--- src/rtl/tlk2711_rx_deframer.sv ---
// Receive deframer for the TLK2711 link: delineates IDLE* SOF LEN D[] CSUM EOF frames,
// checks length and checksum, and streams the payload with per-frame status and counters.
module tlk2711_rx_deframer #(
   parameter int MAX_LEN    = 1024,
   parameter int SYNC_IDLES = 4
) (
   input  logic        clk,
   input  logic        rst,
   input  logic        i_enable,
   input  logic [15:0] i_rxd,
   input  logic        i_rkmsb,
   input  logic        i_rklsb,
   output logic [15:0] o_data,
   output logic        o_valid,
   output logic        o_sof,
   output logic        o_eof,
   output logic        o_frame_ok,
   output logic        o_frame_err,
   output logic [2:0]  o_err_code,
   output logic        o_link_up,
   output logic [31:0] o_frame_cnt,
   output logic [15:0] o_err_cnt
);

   localparam int IDLE_W = $clog2(SYNC_IDLES + 1);
   localparam logic [IDLE_W-1:0] IDLE_LAST = IDLE_W'(SYNC_IDLES - 1);
   localparam logic [IDLE_W-1:0] IDLE_ONE  = IDLE_W'(1);
   localparam logic [16:0]       MAX_LEN_W = 17'(MAX_LEN);

   typedef enum logic [2:0] {S_IDLE, S_LEN, S_PAY, S_CSUM, S_EOF} state_t;

   logic [15:0]       rxd_r;
   logic              kmsb_r, klsb_r, en_r;
   state_t            state_r, state_s;
   logic [15:0]       cnt_r, cnt_s, sum_r, sum_s;
   logic              first_r, first_s;
   logic              valid_s, sof_s, eof_s, ok_s, err_s;
   logic [2:0]        code_s;
   logic [IDLE_W-1:0] idle_cnt_r;
   logic [1:0]        k_s;
   logic              is_idle_s, is_sof_s, is_eof_s, is_data_s, is_badk_s;
   logic              link_clr_s, idle_run_s;

   assign k_s       = {kmsb_r, klsb_r};
   assign is_idle_s = (k_s == 2'b01) && (rxd_r == 16'h50BC);
   assign is_sof_s  = (k_s == 2'b11) && (rxd_r == 16'hFBFB);
   assign is_eof_s  = (k_s == 2'b11) && (rxd_r == 16'hFDFD);
   assign is_data_s = (k_s == 2'b00);
   assign is_badk_s = !is_data_s && !is_idle_s && !is_sof_s && !is_eof_s;

   // Input register: the enable travels with the word it qualifies.
   always_ff @(posedge clk) begin
      if (rst) begin
         rxd_r  <= 16'd0;
         kmsb_r <= 1'b0;
         klsb_r <= 1'b0;
         en_r   <= 1'b0;
      end else begin
         rxd_r  <= i_rxd;
         kmsb_r <= i_rkmsb;
         klsb_r <= i_rklsb;
         en_r   <= i_enable;
      end
   end

   // Frame FSM next-state and per-word decisions.
   always_comb begin
      state_s = state_r;
      cnt_s   = cnt_r;
      sum_s   = sum_r;
      first_s = first_r;
      valid_s = 1'b0;
      sof_s   = 1'b0;
      eof_s   = 1'b0;
      ok_s    = 1'b0;
      err_s   = 1'b0;
      code_s  = 3'd0;
      if (!en_r) begin
         state_s = S_IDLE;
      end else if (is_sof_s && (state_r != S_IDLE)) begin
         err_s   = 1'b1;
         code_s  = 3'd5;
         state_s = S_LEN;
      end else begin
         case (state_r)
            S_IDLE: begin
               if (is_sof_s) state_s = S_LEN;
               else          state_s = S_IDLE;
            end
            S_LEN: begin
               if (is_data_s) begin
                  if ((rxd_r == 16'd0) || ({1'b0, rxd_r} > MAX_LEN_W)) begin
                     err_s   = 1'b1;
                     code_s  = 3'd1;
                     state_s = S_IDLE;
                  end else begin
                     cnt_s   = rxd_r;
                     sum_s   = rxd_r;
                     first_s = 1'b1;
                     state_s = S_PAY;
                  end
               end else begin
                  err_s   = 1'b1;
                  code_s  = 3'd2;
                  state_s = S_IDLE;
               end
            end
            S_PAY: begin
               if (is_data_s) begin
                  valid_s = 1'b1;
                  sof_s   = first_r;
                  first_s = 1'b0;
                  sum_s   = sum_r + rxd_r;
                  cnt_s   = cnt_r - 16'd1;
                  if (cnt_r == 16'd1) begin
                     eof_s   = 1'b1;
                     state_s = S_CSUM;
                  end else begin
                     state_s = S_PAY;
                  end
               end else begin
                  err_s   = 1'b1;
                  code_s  = 3'd2;
                  state_s = S_IDLE;
               end
            end
            S_CSUM: begin
               if (is_data_s) begin
                  if (rxd_r == sum_r) begin
                     state_s = S_EOF;
                  end else begin
                     err_s   = 1'b1;
                     code_s  = 3'd3;
                     state_s = S_IDLE;
                  end
               end else begin
                  err_s   = 1'b1;
                  code_s  = 3'd2;
                  state_s = S_IDLE;
               end
            end
            S_EOF: begin
               if (is_eof_s) begin
                  ok_s    = 1'b1;
                  state_s = S_IDLE;
               end else begin
                  err_s   = 1'b1;
                  code_s  = 3'd4;
                  state_s = S_IDLE;
               end
            end
            default: begin
               state_s = S_IDLE;
            end
         endcase
      end
   end

   // Frame FSM state, length down-counter and running checksum.
   always_ff @(posedge clk) begin
      if (rst) begin
         state_r <= S_IDLE;
         cnt_r   <= 16'd0;
         sum_r   <= 16'd0;
         first_r <= 1'b0;
      end else begin
         state_r <= state_s;
         cnt_r   <= cnt_s;
         sum_r   <= sum_s;
         first_r <= first_s;
      end
   end

   // Sync is lost on framing-level K errors only; length/checksum/EOF errors keep it.
   assign link_clr_s = !en_r || is_badk_s ||
                       (err_s && ((code_s == 3'd2) || (code_s == 3'd5)));
   assign idle_run_s = (state_r == S_IDLE) && is_idle_s;

   // Link-up tracking from consecutive IDLE words between frames.
   always_ff @(posedge clk) begin
      if (rst) begin
         o_link_up  <= 1'b0;
         idle_cnt_r <= '0;
      end else if (link_clr_s) begin
         o_link_up  <= 1'b0;
         idle_cnt_r <= '0;
      end else if (idle_run_s) begin
         if (idle_cnt_r == IDLE_LAST) o_link_up  <= 1'b1;
         else                         idle_cnt_r <= idle_cnt_r + IDLE_ONE;
      end else begin
         idle_cnt_r <= '0;
      end
   end

   // Output register: payload stream, status pulses and counters.
   always_ff @(posedge clk) begin
      if (rst) begin
         o_data      <= 16'd0;
         o_valid     <= 1'b0;
         o_sof       <= 1'b0;
         o_eof       <= 1'b0;
         o_frame_ok  <= 1'b0;
         o_frame_err <= 1'b0;
         o_err_code  <= 3'd0;
         o_frame_cnt <= 32'd0;
         o_err_cnt   <= 16'd0;
      end else begin
         o_valid     <= valid_s;
         o_sof       <= sof_s;
         o_eof       <= eof_s;
         o_frame_ok  <= ok_s;
         o_frame_err <= err_s;
         if (valid_s) o_data <= rxd_r;
         if (ok_s)    o_frame_cnt <= o_frame_cnt + 32'd1;
         if (err_s) begin
            o_err_code <= code_s;
            if (o_err_cnt != 16'hFFFF) o_err_cnt <= o_err_cnt + 16'd1;
         end
      end
   end

endmodule

--- config.mk ---
export PLATFORM = sky130hd
export DESIGN_NAME = tlk2711_rx_deframer
export DESIGN_NICKNAME = d
export VERILOG_FILES = /design/src/rtl/tlk2711_rx_deframer.sv
export SDC_FILE = /design/constraint.sdc
export NUM_CORES = 1
export LEC_CHECK = 0
export ABC_CLOCK_PERIOD_IN_PS = 3400
export BUFFER_PORTS_ARGS = -buffer_cell sky130_fd_sc_hd__buf_2
export CAP_MARGIN = 10
export CORE_MARGIN = 1
export CORE_UTILIZATION = 30
export DETAILED_ROUTE_END_ITERATION = 16
export GPL_ROUTABILITY_DRIVEN = 0
export PLACE_DENSITY = 0.52
export SLEW_MARGIN = 30
export SYNTH_ARGS = -nofsm -noshare
export SYNTH_HDL_FRONTEND = slang
export SYNTH_SLANG_ARGS = --single-unit
--- constraint.sdc ---
create_clock -name clk -period 3.4 [get_ports clk]
set_input_delay 0.34 -clock clk [delete_from_list [all_inputs] [get_ports clk]]
set_output_delay 0.34 -clock clk [all_outputs]
set_load 0.03 [all_outputs]
==> impl_metrics.py <==
metrics = {
    "yosys": {
        "ys.flop_type": "dfxtp_1",
        "synth_top_family_by_area": "simple AND/OR/NAND/NOR gates",
        "synth.area.top_cells": "dfxtp_1 (40%), nor2_1 (5.6%), nand2_1 (4.5%)",
        "postSynthAreaPerCell_sq_um": 8.33,
        "synth-xor-area-share_pct": 5.68,
        "ys_types": 66,
        "async_reset_ff_share_pct": 0,
        "ys_seq_area_share_pct": 40.5,
        "synth_compound_area_share_pct": 16.7,
        "synth_cells": 777,
        "yosys.area.top_type_share_pct": 40.5,
        "yosys.area_share.simple_pct": 27.5,
        "synth_edf_count": 0,
        "synthAdderAreaFrac_pct": 4.37,
        "muxShareOfSynthArea_pct": 1.45,
        "ys_ff_latch": 131,
        "synth_top_cell_by_area": "dfxtp_1",
        "yosysWarnings": 0,
        "syn_nets": 820,
        "synth_area_sq_um": 6480,
    },
    "sta": {
        "drv_slew": 0,
        "skew_ns": 0.0101,
        "rsz0062_at_grt": "no",
        "clock.fmax_mhz": 341,
        "min_period_ns": 2.93,
        "setup_viol": 0,
        "fin_crit_sh_pct": 86.3,
        "tightestPinTransition_ns": 0.695,
        "relSlewSlack_pct": 53.5,
        "finalHoldViolations": 0,
        "tns_ns": 0,
    },
    "worst_setup_path": {
        "path_class": "reg2reg",
        "cp_max_fo": 12,
        "cp-start-kind": "flip-flop",
        "path_buf_inv": 1,
        "critPathRequiredTime_ns": 3.71,
        "max_stage_delay_ns": 0.55,
        "crit_family": "simple AND/OR/NAND/NOR gates",
        "slowest_stage": "nor4b_1",
        "cp-end-kind": "flip-flop",
        "path_cells": "inv_1 -> nor4b_1 -> and2_1 -> nand3_1 -> a211oi_2 -> nand4_1 -> mux2_1",
        "cp.arrival_ns": 3.24,
    },
    "floorplanning": {
        "core_region_area_sq_um": 21100,
        "start_util_pct": 30.7,
        "fp.dieH_um": 149,
        "num_rows": 53,
        "die_x_um": 149,
        "die-area_sq_um": 22200,
        "ios": 94,
    },
    "clock_tree": {
        "clk_latency_ns": 0.42,
        "clock_path_buffers": 2,
        "clockRootBuffer": "clkbuf_16",
        "cts_made_buffers": 17,
        "ctsResizeCount": 0,
        "path_clk_slew_ns": 0.06,
        "postCtsHoldBufs": 0,
        "clkSinkCount": 131,
        "postCtsSetupBuffers": 0,
        "cts_tree": "done",
        "cts_max_level": 4,
    },
    "power_and_ir_drop": {
        "pwr_density_cell_nw_per_um2": 459,
        "peakVddDrop_mv": 0.308,
        "netSwitchingPower_mw": 0.817,
        "p_total_mw": 3.61,
        "intPower_mw": 2.79,
        "seqPwrFrac_pct": 43.5,
        "p_leak_nw": 3.11,
        "p_clk_share_pct": 53.5,
        "p_sw_share_pct": 22.6,
        "comb_power_share_pct": 3.1,
    },
    "flow_run": {
        "maxCapViolCount": 0,
    },
    "drt": {
        "postRouteAntennaNets": 0,
        "drc": 0,
        "finalWirelength_mm": 17.5,
        "first_iter_violations": 272,
        "vias_per_cell": 5.03,
        "drt_pass1_iterations": 5,
        "vias": 5805,
        "avgRoutedWirePerCell_um": 15.1,
    },
    "grt": {
        "grt_pass1_vias": 5380,
        "globalRoute.totalOverflow": 0,
        "track_usage_pct": 16.2,
        "grt_pass1_wl_mm": 28.2,
        "grt_max_degree": 96,
        "antenna_found_initial": 0,
    },
    "final_layout": {
        "fin_util_pct": 37.3,
        "num_antenna_cells": 0,
        "drive_above_1_share_pct": 17.5,
        "layout_common_cells": "dfxtp_1 (131), nor2_1 (97), buf_2 (92)",
        "fin_nets": 909,
        "final_common_cell": "dfxtp_1",
        "syn_to_final_growth_pct": 21.5,
    },
    "worst_hold_path": {
        "hold_class": "in2reg",
    },
    "place": {
        "dp_hpwl_mm": 12.7,
        "placement.io_buffers": 93,
    },
    "outcome": {
        "status": "completed",
    },
}
sequential cells by signal, indices dropped and copies added, names as in the netlist, 3 cells and up:
name and count:
o_err_code 3, state_r 3, idle_cnt_r 3, rxd_r 16
sum_r 16, o_err_cnt 16, o_data 16, o_frame_cnt 32
cnt_r 16
synthesized netlist by cell type (all sizes together), types with 9 or more instances:
master and n:
dfxtp 131, nand3 32, and3 15, clkbuf 26
ha 21, nor3 25, a211oi 13, buf 10
xnor2 27, inv 20, nand2 78, nor2b 26
nand4 12, a21oi 55, nor2 97, nor4 13
or3 17, o21ai 31, xor2 15, a311oi 9
worst paths after layout:
kind | cells after the start | from | slack, ns | to
hold reg to reg | 2 | o_data[13] | 0.45 | o_data[13]
hold / removal | 2 | i_rxd[3] | 0.13 | rxd_r[3]
setup / recovery | 7 | rxd_r[1] | 0.47 | o_err_cnt[8]
setup reg to reg | 7 | rxd_r[1] | 0.47 | o_err_cnt[8]
power groups by stage:
stage          clock, mW  combinational, mW  sequential, mW
3_3_place_gp           0              0.113            1.60
5_1_grt             2.05              0.123            1.57
6_report            1.93              0.111            1.57
3_5_place_dp           0              0.112            1.60
2_1_floorplan          0             0.0749            1.59
4_1_cts             1.98              0.112            1.57
metal layers:
layer / vias up / part of all wire (%) / global-route usage [%]
li1: 2946 / - / -
met1: 2714 / 48 / 21.1
met2: 125 / 47 / 26.4
met3: 20 / 3.8 / 3.33
met4: 0 / 1.4 / 5.71
met5: - / 0 / 0
worst register-to-register path, stage by stage (launching register included):
cell and delay (ns):
dfxtp_1 0.47, inv_1 0.13, nor4b_1 0.55, and2_1 0.26, nand3_1 0.40, a211oi_2 0.53
nand4_1 0.16, mux2_1 0.32
through the flow:
stage	std cells	hold WS, ns	setup WS [ns]	area [sq um]
global placement	1122	0.443	0.534	7240
CTS	1154	0.110	0.505	7870
floorplan	777	0.431	0.979	6480
detailed placement	1122	0.447	0.526	7240
global route	1154	0.128	0.223	7870
finish	1154	0.129	0.467	7870
kinds of logic after synthesis:
kind of cell,Yosys count
AOI/OAI and AO/OA,164
muxes,9
and+or+nand+nor,353
DFF,131
xor gates and xnor gates,42
adders and majority gates,22
buffers and inverters,56
cell type report:
class                      count  area (sq um)
clock buffer                  19           453
clock inverter                13           175
fill                        2271         13200
inverter                      20          75.1
multi-input combinational    590          3620
sequential                   131          2620
tap                          275           344
timing repair buffer         106           578
(Power assumes the default switching activity.)
